$ cat src/rtl/control_pkg.sv
// rtl/control_pkg.sv - shared encodings for the multicycle control FSM
package control_pkg;

   typedef enum logic [3:0] {
      S_FETCH, S_DECODE, S_MEMADR, S_MEMREAD, S_MEMWB, S_MEMWRITE,
      S_EXECUTER, S_EXECUTEI, S_ALUWB, S_JALR, S_JUMP, S_BRANCH,
      S_LUI, S_AUIPC, S_ILLEGAL
   } state_e;

   // What kind of ALU operation the current state asks the decoder for
   typedef enum logic [1:0] {
      CLS_ADD, CLS_SUB, CLS_RTYPE, CLS_ITYPE
   } alu_class_e;

   localparam logic [6:0] OP_LOAD   = 7'b0000011;
   localparam logic [6:0] OP_STORE  = 7'b0100011;
   localparam logic [6:0] OP_RTYPE  = 7'b0110011;
   localparam logic [6:0] OP_ITYPE  = 7'b0010011;
   localparam logic [6:0] OP_JAL    = 7'b1101111;
   localparam logic [6:0] OP_JALR   = 7'b1100111;
   localparam logic [6:0] OP_BRANCH = 7'b1100011;
   localparam logic [6:0] OP_LUI    = 7'b0110111;
   localparam logic [6:0] OP_AUIPC  = 7'b0010111;

   localparam logic [3:0] ALUC_ADD  = 4'b0000;
   localparam logic [3:0] ALUC_SUB  = 4'b0001;
   localparam logic [3:0] ALUC_AND  = 4'b0010;
   localparam logic [3:0] ALUC_OR   = 4'b0011;
   localparam logic [3:0] ALUC_XOR  = 4'b0100;
   localparam logic [3:0] ALUC_SLT  = 4'b0101;
   localparam logic [3:0] ALUC_SLTU = 4'b0110;
   localparam logic [3:0] ALUC_SLL  = 4'b0111;
   localparam logic [3:0] ALUC_SRL  = 4'b1000;
   localparam logic [3:0] ALUC_SRA  = 4'b1001;

   localparam logic [2:0] IMM_I = 3'b000;
   localparam logic [2:0] IMM_S = 3'b001;
   localparam logic [2:0] IMM_B = 3'b010;
   localparam logic [2:0] IMM_J = 3'b011;
   localparam logic [2:0] IMM_U = 3'b100;

   localparam logic [1:0] SRCA_PC    = 2'b00;
   localparam logic [1:0] SRCA_OLDPC = 2'b01;
   localparam logic [1:0] SRCA_A     = 2'b10;

   localparam logic [1:0] SRCB_WD    = 2'b00;
   localparam logic [1:0] SRCB_IMM   = 2'b01;
   localparam logic [1:0] SRCB_FOUR  = 2'b10;

   localparam logic [1:0] RES_ALUOUT    = 2'b00;
   localparam logic [1:0] RES_DATA      = 2'b01;
   localparam logic [1:0] RES_ALURESULT = 2'b10;
   localparam logic [1:0] RES_IMM       = 2'b11;

   // Branch condition from the SUB flags; CarryOut=1 means no borrow (a >= b unsigned)
   function automatic logic branch_taken(input logic [2:0] f3, input logic zero,
                                         input logic carry, input logic ovf,
                                         input logic sign);
      logic taken;
      case (f3)
         3'b000:  taken = zero;
         3'b001:  taken = ~zero;
         3'b100:  taken = sign ^ ovf;
         3'b101:  taken = ~(sign ^ ovf);
         3'b110:  taken = ~carry;
         3'b111:  taken = carry;
         default: taken = 1'b0;
      endcase
      return taken;
   endfunction

endpackage

$ cat src/rtl/control_fsm_if.sv
// rtl/control_fsm_if.sv - datapath <-> controller signal bundle
interface control_fsm_if;
   logic [31:0] Instr;
   logic        Zero;
   logic        CarryOut;
   logic        Overflow;
   logic        Sign;
   logic        PCWrite;
   logic        IRWrite;
   logic        RegWrite;
   logic        MemWrite;
   logic        AdrSrc;
   logic [1:0]  ALUSrcA;
   logic [1:0]  ALUSrcB;
   logic [1:0]  ResultSrc;
   logic [2:0]  ImmSrc;
   logic [3:0]  ALUControl;
   logic        Illegal;

   // Datapath side: supplies instruction and flags, consumes controls
   modport master (
      output Instr, Zero, CarryOut, Overflow, Sign,
      input  PCWrite, IRWrite, RegWrite, MemWrite, AdrSrc, ALUSrcA, ALUSrcB,
             ResultSrc, ImmSrc, ALUControl, Illegal
   );

   // Controller side
   modport slave (
      input  Instr, Zero, CarryOut, Overflow, Sign,
      output PCWrite, IRWrite, RegWrite, MemWrite, AdrSrc, ALUSrcA, ALUSrcB,
             ResultSrc, ImmSrc, ALUControl, Illegal
   );
endinterface

$ cat src/rtl/alu_decoder.sv
// rtl/alu_decoder.sv - maps instruction fields and state class to ALUControl
module alu_decoder
   import control_pkg::*;
(
   input  logic [6:0] op,
   input  logic [2:0] funct3,
   input  logic       funct7b5,
   input  alu_class_e alu_class,
   output logic [3:0] alu_control
);

   logic r_sub;

   // SUB only for register-register 000; immediate 000 is always ADD
   assign r_sub = (alu_class == CLS_RTYPE) & op[5] & funct7b5;

   // Select operation from class, then from funct3 for R/I instructions
   always_comb begin
      alu_control = ALUC_ADD;
      case (alu_class)
         CLS_ADD: alu_control = ALUC_ADD;
         CLS_SUB: alu_control = ALUC_SUB;
         default: begin
            case (funct3)
               3'b000:  alu_control = r_sub ? ALUC_SUB : ALUC_ADD;
               3'b001:  alu_control = ALUC_SLL;
               3'b010:  alu_control = ALUC_SLT;
               3'b011:  alu_control = ALUC_SLTU;
               3'b100:  alu_control = ALUC_XOR;
               3'b101:  alu_control = funct7b5 ? ALUC_SRA : ALUC_SRL;
               3'b110:  alu_control = ALUC_OR;
               default: alu_control = ALUC_AND;
            endcase
         end
      endcase
   end

endmodule

$ cat src/rtl/control_fsm.sv
// rtl/control_fsm.sv - multicycle RV32I control unit (Moore FSM)
module control_fsm
   import control_pkg::*;
(
   input  logic         clk,
   input  logic         rst,
   control_fsm_if.slave bus
);

   logic [6:0] op;
   logic [2:0] funct3;
   logic       funct7b5;
   logic       unused_instr;

   assign op           = bus.Instr[6:0];
   assign funct3       = bus.Instr[14:12];
   assign funct7b5     = bus.Instr[30];
   assign unused_instr = ^{bus.Instr[31], bus.Instr[29:15], bus.Instr[11:7]};

   state_e     state_q, state_d;
   logic       illegal_q, illegal_d;

   logic       pc_write, ir_write, reg_write, mem_write, adr_src;
   logic [1:0] src_a, src_b, result_src;
   logic [2:0] imm_src;
   alu_class_e alu_class;
   logic [3:0] alu_control;

   alu_decoder u_alu_decoder (
      .op          (op),
      .funct3      (funct3),
      .funct7b5    (funct7b5),
      .alu_class   (alu_class),
      .alu_control (alu_control)
   );

   // Next-state sequencing; Illegal latches once the FSM enters ILLEGAL
   always_comb begin
      state_d = state_q;
      case (state_q)
         S_FETCH:  state_d = S_DECODE;
         S_DECODE: begin
            case (op)
               OP_LOAD, OP_STORE: state_d = S_MEMADR;
               OP_RTYPE:          state_d = S_EXECUTER;
               OP_ITYPE:          state_d = S_EXECUTEI;
               OP_JAL:            state_d = S_JUMP;
               OP_JALR:           state_d = S_JALR;
               OP_BRANCH:         state_d = (funct3[2:1] == 2'b01) ? S_ILLEGAL : S_BRANCH;
               OP_LUI:            state_d = S_LUI;
               OP_AUIPC:          state_d = S_AUIPC;
               default:           state_d = S_ILLEGAL;
            endcase
         end
         S_MEMADR:   state_d = (op == OP_LOAD) ? S_MEMREAD : S_MEMWRITE;
         S_MEMREAD:  state_d = S_MEMWB;
         S_MEMWB:    state_d = S_FETCH;
         S_MEMWRITE: state_d = S_FETCH;
         S_EXECUTER: state_d = S_ALUWB;
         S_EXECUTEI: state_d = S_ALUWB;
         S_ALUWB:    state_d = S_FETCH;
         S_JALR:     state_d = S_JUMP;
         S_JUMP:     state_d = S_ALUWB;
         S_BRANCH:   state_d = S_FETCH;
         S_LUI:      state_d = S_FETCH;
         S_AUIPC:    state_d = S_ALUWB;
         default:    state_d = S_ILLEGAL;
      endcase
      illegal_d = illegal_q | (state_d == S_ILLEGAL);
   end

   // State register with synchronous reset back to FETCH
   always_ff @(posedge clk) begin
      if (rst) begin
         state_q   <= S_FETCH;
         illegal_q <= 1'b0;
      end else begin
         state_q   <= state_d;
         illegal_q <= illegal_d;
      end
   end

   // Moore output decode from current state (and Instr fields)
   always_comb begin
      pc_write   = 1'b0;
      ir_write   = 1'b0;
      reg_write  = 1'b0;
      mem_write  = 1'b0;
      adr_src    = 1'b0;
      src_a      = SRCA_PC;
      src_b      = SRCB_WD;
      result_src = RES_ALUOUT;
      imm_src    = IMM_I;
      alu_class  = CLS_ADD;
      case (state_q)
         S_FETCH: begin
            ir_write   = 1'b1;
            pc_write   = 1'b1;
            src_b      = SRCB_FOUR;
            result_src = RES_ALURESULT;
         end
         S_DECODE: begin
            src_a   = SRCA_OLDPC;
            src_b   = SRCB_IMM;
            imm_src = (op == OP_JAL) ? IMM_J : IMM_B;
         end
         S_MEMADR: begin
            src_a   = SRCA_A;
            src_b   = SRCB_IMM;
            imm_src = (op == OP_STORE) ? IMM_S : IMM_I;
         end
         S_MEMREAD:  adr_src = 1'b1;
         S_MEMWB: begin
            result_src = RES_DATA;
            reg_write  = 1'b1;
         end
         S_MEMWRITE: begin
            adr_src   = 1'b1;
            mem_write = 1'b1;
         end
         S_EXECUTER: begin
            src_a     = SRCA_A;
            alu_class = CLS_RTYPE;
         end
         S_EXECUTEI: begin
            src_a     = SRCA_A;
            src_b     = SRCB_IMM;
            alu_class = CLS_ITYPE;
         end
         S_ALUWB:    reg_write = 1'b1;
         S_JALR: begin
            src_a = SRCA_A;
            src_b = SRCB_IMM;
         end
         S_JUMP: begin
            src_a    = SRCA_OLDPC;
            src_b    = SRCB_FOUR;
            pc_write = 1'b1;
         end
         S_BRANCH: begin
            src_a     = SRCA_A;
            alu_class = CLS_SUB;
            pc_write  = branch_taken(funct3, bus.Zero, bus.CarryOut, bus.Overflow, bus.Sign);
         end
         S_LUI: begin
            imm_src    = IMM_U;
            result_src = RES_IMM;
            reg_write  = 1'b1;
         end
         S_AUIPC: begin
            src_a   = SRCA_OLDPC;
            src_b   = SRCB_IMM;
            imm_src = IMM_U;
         end
         default: ;
      endcase
   end

   // Write strobes are forced low while reset is held, even mid-instruction
   assign bus.PCWrite    = pc_write  & ~rst;
   assign bus.IRWrite    = ir_write  & ~rst;
   assign bus.RegWrite   = reg_write & ~rst;
   assign bus.MemWrite   = mem_write & ~rst;
   assign bus.AdrSrc     = adr_src;
   assign bus.ALUSrcA    = src_a;
   assign bus.ALUSrcB    = src_b;
   assign bus.ResultSrc  = result_src;
   assign bus.ImmSrc     = imm_src;
   assign bus.ALUControl = alu_control;
   assign bus.Illegal    = illegal_q;

endmodule
$ cat src/flat_wrapper.sv
// flat-port wrapper written by rule: the top's interface ports become plain ports
module control_fsm_flat import control_pkg::*;
  (clk, rst, bus_Instr, bus_Zero, bus_CarryOut, bus_Overflow, bus_Sign, bus_PCWrite, bus_IRWrite, bus_RegWrite, bus_MemWrite, bus_AdrSrc, bus_ALUSrcA, bus_ALUSrcB, bus_ResultSrc, bus_ImmSrc, bus_ALUControl, bus_Illegal);
  control_fsm_if bus_i ();
  input  logic clk;
  input  logic rst;
  input wire logic [$bits(bus_i.Instr)-1:0] bus_Instr;
  input wire logic [$bits(bus_i.Zero)-1:0] bus_Zero;
  input wire logic [$bits(bus_i.CarryOut)-1:0] bus_CarryOut;
  input wire logic [$bits(bus_i.Overflow)-1:0] bus_Overflow;
  input wire logic [$bits(bus_i.Sign)-1:0] bus_Sign;
  output wire logic [$bits(bus_i.PCWrite)-1:0] bus_PCWrite;
  output wire logic [$bits(bus_i.IRWrite)-1:0] bus_IRWrite;
  output wire logic [$bits(bus_i.RegWrite)-1:0] bus_RegWrite;
  output wire logic [$bits(bus_i.MemWrite)-1:0] bus_MemWrite;
  output wire logic [$bits(bus_i.AdrSrc)-1:0] bus_AdrSrc;
  output wire logic [$bits(bus_i.ALUSrcA)-1:0] bus_ALUSrcA;
  output wire logic [$bits(bus_i.ALUSrcB)-1:0] bus_ALUSrcB;
  output wire logic [$bits(bus_i.ResultSrc)-1:0] bus_ResultSrc;
  output wire logic [$bits(bus_i.ImmSrc)-1:0] bus_ImmSrc;
  output wire logic [$bits(bus_i.ALUControl)-1:0] bus_ALUControl;
  output wire logic [$bits(bus_i.Illegal)-1:0] bus_Illegal;
  assign bus_i.Instr = bus_Instr;
  assign bus_i.Zero = bus_Zero;
  assign bus_i.CarryOut = bus_CarryOut;
  assign bus_i.Overflow = bus_Overflow;
  assign bus_i.Sign = bus_Sign;
  assign bus_PCWrite = bus_i.PCWrite;
  assign bus_IRWrite = bus_i.IRWrite;
  assign bus_RegWrite = bus_i.RegWrite;
  assign bus_MemWrite = bus_i.MemWrite;
  assign bus_AdrSrc = bus_i.AdrSrc;
  assign bus_ALUSrcA = bus_i.ALUSrcA;
  assign bus_ALUSrcB = bus_i.ALUSrcB;
  assign bus_ResultSrc = bus_i.ResultSrc;
  assign bus_ImmSrc = bus_i.ImmSrc;
  assign bus_ALUControl = bus_i.ALUControl;
  assign bus_Illegal = bus_i.Illegal;
  control_fsm u_core (.clk(clk), .rst(rst), .bus(bus_i));
endmodule
$ cat config.mk
export PLATFORM = sky130hd
export DESIGN_NAME = control_fsm_flat
export DESIGN_NICKNAME = d
export VERILOG_FILES = /design/src/rtl/control_pkg.sv /design/src/rtl/control_fsm_if.sv /design/src/rtl/alu_decoder.sv /design/src/rtl/control_fsm.sv /design/src/flat_wrapper.sv
export SDC_FILE = /design/constraint.sdc
export NUM_CORES = 1
export LEC_CHECK = 0
export ABC_AREA = 1
export CAP_MARGIN = 20
export CORE_MARGIN = 8
export CORE_UTILIZATION = 36
export DETAILED_ROUTE_END_ITERATION = 10
export GPL_ROUTABILITY_DRIVEN = 0
export MAX_ROUTING_LAYER = met4
export PLACE_DENSITY = 0.86
export RECOVER_POWER = 25
export SLEW_MARGIN = 40
export SYNTH_ARGS = -nofsm -noshare
export SYNTH_HDL_FRONTEND = slang
export SYNTH_SLANG_ARGS = --single-unit
$ cat constraint.sdc
create_clock -name clk -period 3.75 [get_ports clk]
set_input_delay 1.125 -clock clk [delete_from_list [all_inputs] [get_ports clk]]
set_output_delay 1.125 -clock clk [all_outputs]
set_load 0.05 [all_outputs]
==> metrics.log <==
[metrics] status: completed
[metrics] synthesized cell area: 736 um^2
[metrics] mean routed wirelength per cell: 12.5 um
[metrics] maximum clock insertion buffer count: 2
[metrics] CTS Root Buffer Type: sky130_fd_sc_hd__clkbuf_4
[metrics] Worst Skew: 0.00109 ns
[metrics] clock network latency to the later pin of the worst-skew pair: 0.24 ns
[metrics] clock buffer count from CTS: 3
[metrics] reported leakage power: 0.589 nW
[metrics] type of the most critical hold path: reg -> reg
[metrics] biggest fanout along the worst timing path: 5
[metrics] via count of the first global-routing pass: 987
[metrics] core region area: 1940 um^2
[metrics] row cnt: 16
[metrics] commonest cells after routing, fill and taps aside: sky130_fd_sc_hd__nand2_1, sky130_fd_sc_hd__clkdlybuf4s50_1, sky130_fd_sc_hd__inv_1
[metrics] Overall Power: 0.000913 W
[metrics] Buffers on Ports: 35
[metrics] growth of design area from synthesis to finish: 78.6%
[metrics] count of mapped cells out of synthesis: 135
[metrics] Clock Pin Slew Worst Setup and Hold Paths: 0.04 ns
[metrics] final-report setup violation count: 0
[metrics] fmax: 271 MHz
[metrics] detailed-route vias per instance: 4.99
[metrics] count of final max-slew check failures: 0
[metrics] starting density of the core: 0.379
[metrics] Ports: 57
[metrics] initial antenna violation count: 0
[metrics] destination of the worst hold path: u_core.bus.Illegal
[metrics] transition time of the tightest slew-check pin: 0.531 ns
[metrics] yosys synthesis warning count: 0
[metrics] power density over the cells: 695 nW/um^2
[metrics] CTS sink cnt: 5
[metrics] Total Wirelength: 2.58 mm
[metrics] Detail Route Antenna Nets: 0
[metrics] launch instance of the worst min-delay path: u_core.bus.Illegal
[metrics] Crit path required time: 2.62 ns
[metrics] number of cells on the worst hold path: 2
[metrics] total inserted antenna cells: 0
[metrics] maximum number of pins on one net before global-route repair: 10
[metrics] number of violations of the max-capacitance limit: 0
[metrics] H-tree levels: 1
[metrics] GRT Resource Usage Total: 0.144
[metrics] least setup slack across all paths after layout: 0.0586 ns
[metrics] most common cell after layout, fill and taps aside: sky130_fd_sc_hd__nand2_1
[metrics] crit path capture type: primary output
[metrics] clock tree from TritonCTS: built
[metrics] final worst path period need: 3.69 ns
[metrics] hpwl dp: 2.08 mm
[metrics] layout filler cell count: 169
[metrics] detailed-route via count: 1027
[metrics] vertical die dimension: 61.2 um
[metrics] Reg-to-Reg End: u_core.bus.Illegal
[metrics] initial DRC count: 27
[metrics] register-to-register setup slack: 2.39 ns
[metrics] Worst Path Arrival: 2.57 ns
[metrics] Die W: 61.2 um
[metrics] Post-Place Setup Slack: -0.0810 ns
[metrics] Worst Reg2Reg Path Length in Cells: 9
[metrics] Hold Violations, Final: 0
[metrics] fraction of layout instances using a drive strength above 1: 0.201
[metrics] number of hold-repair buffers added at the cts stage: 0
[metrics] first-pass detailed-route iteration total: 4
[metrics] Final Cycle Share: 0.984
[metrics] CP Launch Type: input pin
[metrics] Worst R2R Start: u_core.state_q[2]
[metrics] summed negative setup slack over all endpoints: 0 ns
[metrics] global-route wire length before repair: 4.12 mm
[metrics] area enclosed by the die boundary: 3750 um^2
[metrics] unique cell type count in the Yosys netlist: 28
[metrics] sequential fraction of the synthesis area: 0.136
[metrics] Crit Path Category: in -> out
[metrics] synthesized area per cell: 5.45 um^2
[metrics] synthesized flop and latch total: 5
[metrics] leftover overflow at the end of global routing: 0
[metrics] Post-Synthesis Net Count: 173
[metrics] Worst IR Drop VDD: 0.000459 V
[metrics] relative slew slack: 0.645
[metrics] number of nets in the finished design: 218
[metrics] drt drc: 0
[how the worst max path moves through the flow]
stage | from | to
floorplan | bus_Instr[6] | bus_ImmSrc[0]
global placement | bus_Instr[13] | bus_ALUControl[0]
detailed placement | bus_Instr[12] | bus_PCWrite
CTS | bus_Overflow | bus_PCWrite
global route | bus_Instr[5] | bus_ImmSrc[0]
finish | bus_Instr[5] | bus_ImmSrc[0]
[critical path, cell delays in order]
cell,delay [ns]
sky130_fd_sc_hd__clkdlybuf4s50_1,0.57
sky130_fd_sc_hd__nand2_1,0.16
sky130_fd_sc_hd__nor2_1,0.16
sky130_fd_sc_hd__nand3_1,0.17
sky130_fd_sc_hd__o31ai_4,0.10
sky130_fd_sc_hd__buf_4,0.16
sky130_fd_sc_hd__buf_12,0.12
[registers in the layout (all words and copies together), names as in the netlist]
name                flops
u_core.state_q          4
u_core.bus.Illegal      1
[per-stage QoR]
stage / hold WS [ns] / cell area (um^2) / utilization / std cells
global placement: 0.449 / 1250 / 0.644 / 202
detailed placement: 0.465 / 1250 / 0.644 / 202
CTS: 0.474 / 1300 / 0.668 / 206
floorplan: 0.633 / 736 / - / 135
finish: 0.470 / 1310 / 0.677 / 206
global route: 0.479 / 1310 / 0.677 / 206
[cells in the mapped netlist, drive strengths merged]
cell type,instances,area share
xnor2,1,0.012
or2,1,0.0085
nand3,11,0.082
buf,1,0.0051
o211ai,2,0.020
nor3,4,0.027
nand4,4,0.043
a21oi,9,0.066
nor2,21,0.15
o31ai,1,0.010
nand2,36,0.20
clkinv,1,0.0051
dfxtp,5,0.14
o21ai,9,0.061
inv,24,0.12
a31oi,4,0.043
o22ai,1,0.0085
[cell type report]
class | count | area [um^2] | share of cell area
sequential | 5 | 100 | 0.0762
clock buffer | 4 | 26.3 | 0.0200
multi-input combinational | 104 | 566 | 0.430
tap | 27 | 33.8 | 0.0257
inverter | 25 | 93.8 | 0.0714
timing repair buffer | 41 | 494 | 0.376
[timing repair]
action	in CTS	in global routing
gates resized for setup	7	5
pin swaps	2	2
endpoints found under the setup margin	2	2
endpoints found under the hold margin	0	0
setup buffers	0	0
[metal layers]
metal	wire, um	vias up	global-route usage
met5	0	-	-
met4	28	0	0.0532
met3	177	4	0.0271
met2	1380	44	0.261
met1	1000	451	0.149
li1	-	528	-
[cell families (layout without fill, tap and decap cells)]
| logic type | after synthesis | count (layout) | share of synthesized area |
|---|---|---|---|
| AOI/OAI and AO/OA | 26 | 26 | 0.209 |
| xor gates and xnor gates | 1 | 1 | 0.0119 |
| buffers and inverters | 26 | 70 | 0.133 |
| DFF | 5 | 5 | 0.136 |
| and+or+nand+nor | 77 | 77 | 0.510 |
[power breakdown]
group	leakage (nW)	switching, W	total [W]	internal (W)
logic	0.533	0.000485	0.000755	0.000270
clock network	0.0150	0.0000209	0.0000611	0.0000401
registers	0.0410	0.0000251	0.0000973	0.0000723
total	0.589	0.000531	0.000913	0.000382
Power figures use the tool's default switching activity.
==> edit: new RTL, same flow settings <==
Reset style: asynchronous (`rst`), changed in one clocked block. Comments in the files are not updated.
--- a/src/rtl/control_fsm.sv
+++ b/src/rtl/control_fsm.sv
@@ -70,7 +70,7 @@
    end
 
    // State register with synchronous reset back to FETCH
-   always_ff @(posedge clk) begin
+   always_ff @(posedge clk or posedge rst) begin
       if (rst) begin
          state_q   <= S_FETCH;
          illegal_q <= 1'b0;
Behaviour: differs if rst is asserted again (counterexample within 4 cycles, from zero or initial values and one cycle with rst high); with rst held inactive, the same outputs for 10 cycles.
==> edit against the original RTL <==
  * Setup slack better by 0.062 ns
  * Total power decreased by 12%
  * Largest power group unchanged
  * Count of clock-buffer cells in the layout did not move
  * Final area shrank 4.9%
  * Synthesized area decreased by 0.68%
  * Clock skew decreased by 0.00098 ns
  * Wire length fell by 13%
  * Sequential share of layout area is 2.4 points higher
  * Sequential cell count unchanged
==> edit: results (changes against the original RTL) <==
htree depth - 1 (unchanged)
# fillers - 179 (+5.9%)
M2 GR Usage - 22.8% (-3.3 points)
wire length of the first global-routing pass - 3660 um (-11%)
Biggest register - u_core.state_q
DR WL met2 - 1130 um (-18%)
Fin. Hold Viols - 0 (unchanged)
critical path fanouts, max - 4 (-1)
vias in the first global route - 891 (-9.7%)
DR top layer - met4
mux cell area share after synthesis - 0% (unchanged)
Async S/R FF share, synth - 100% (+100 points)
Most used DFF post-synth - dfrtp_1
metal3 WL - 112 um (-37%)
gr usage total - 12.5% (-1.8 points)
met1 wire length - 978 um (-2.2%)
largest net degree at the start of global routing - 8 (-2)
library cells used by synthesis - 17 (-39%)
pre-CTS WS - 0.00581 ns (+0.0868 ns)
final wirelength - 2240 um (-13%)
Layout Skew - 0.000107 ns (-0.000985 ns)
met1 usage - 14.3% (-0.57 points)
max FFs per register - 4 (unchanged)
Synth area leaders - nand2_1 23%, dfrtp_1 17%, nor2_1 16%
Clk pin slew, worst setup/hold paths - 0.04 ns (about the same)
Worst R2R Path Depth - 9 (unchanged)
Synth Area in Compound Gates - 16.1% (-4.8 points)
DRT iter0 DRCs - 20 (-26%)
share of cells above drive strength 1 - 16.1% (-4.0 points)
postcts setup bufs - 0 (unchanged)
syn nets - 184 (+6.4%)
Root Driver - clkbuf_4
M3 GR Usage - 0.626% (-2.1 points)
top post-synthesis cells by count - 45 x nand2_1, 32 x nor2_1, 17 x inv_1
R2R Setup Slk - 2.38 ns
Crit path arrival time - 2.50 ns (-0.07 ns)
status - complete, no violations
Lkg Pwr - 0.635 nW (+8.0%)
initial antenna violation count - 0 (unchanged)
Final nets - 225 (+3.2%)
CP peak stage delay - 0.54 ns (-0.03 ns)
final worst setup slack - 0.121 ns (+0.0622 ns)
port bufs - 35 (unchanged)
CTS buffer count - 3 (unchanged)
Pre-Repair DR Iteration Count - 4 (unchanged)
Vias - 1000 (-2.6%)
Slew Limit Headroom - 66.5% (+2.0 points)
Critical Path End - bus_PCWrite
n_diodes - 0 (unchanged)
Reg2Reg Capture Point - u_core.bus.Illegal$_DFF_PP0_
delay-heaviest family, CP - buffers and inverters
Longest Clk Path Bufs - 2 (unchanged)
Post-DP HPWL - 1970 um (-5.5%)
sequential share of the synthesized area - 17.1% (+3.5 points)
Max VDD drop - 0.377 mV (-18%)
Clock Latency Late Sink - 0.23 ns
Setup crit start - bus_Instr[14]
RR Startpoint - u_core.state_q[1]$_DFF_PP0_
Synth Area in XOR/XNOR - 1.20% (+0.0082 points)
Hold/Removal Path Class - register to register
[edit: worst min path at each step]
stage,from,endpoint,slack [ns],cells past startpoint
4_1_cts,u_core.bus.Illegal$_DFF_PP0_,u_core.bus.Illegal$_DFF_PP0_,0.46,2
3_5_place_dp,u_core.bus.Illegal$_DFF_PP0_,u_core.bus.Illegal$_DFF_PP0_,0.45,2
5_1_grt,u_core.bus.Illegal$_DFF_PP0_,u_core.bus.Illegal$_DFF_PP0_,0.52,2
2_1_floorplan,u_core.state_q[0]$_DFF_PP0_,u_core.state_q[0]$_DFF_PP0_,0.56,1
6_report,u_core.bus.Illegal$_DFF_PP0_,u_core.bus.Illegal$_DFF_PP0_,0.46,2
3_3_place_gp,u_core.bus.Illegal$_DFF_PP0_,u_core.bus.Illegal$_DFF_PP0_,0.45,2
[edit: layout make-up]
cell class / instances / area, sq um / share of cell area, %
flip-flops and latches: 5 / 125 / 10.0
inverters: 24 / 90.1 / 7.21
multi-input cells: 117 / 522 / 41.7
clock buffers: 4 / 26.3 / 2.10
well taps: 27 / 33.8 / 2.70
repair buffers: 36 / 453 / 36.2
[edit: timing repair]
action,CTS,global route
endpoints found under the setup margin,0,2
gates resized for setup,0,5
hold buffers,0,0
[edit: where the power goes]
part	switching (mW)	leakage [nW]	internal, mW
registers	0.0264	0.0599	0.0730
logic	0.425	0.560	0.220
clock network	0.0200	0.0150	0.0401
total	0.472	0.635	0.333
[edit: through the flow]
stage	hold WS [ns]	cell area (sq um)	instances	power, mW	util (%)
after floorplan	0.556	731	146	0.514	-
after global placement	0.445	1210	209	0.735	62.4
after detailed placement	0.455	1210	209	0.743	62.4
after CTS	0.461	1240	213	0.805	63.8
after global routing	0.521	1250	213	0.853	64.4
final	0.460	1250	213	0.805	64.4
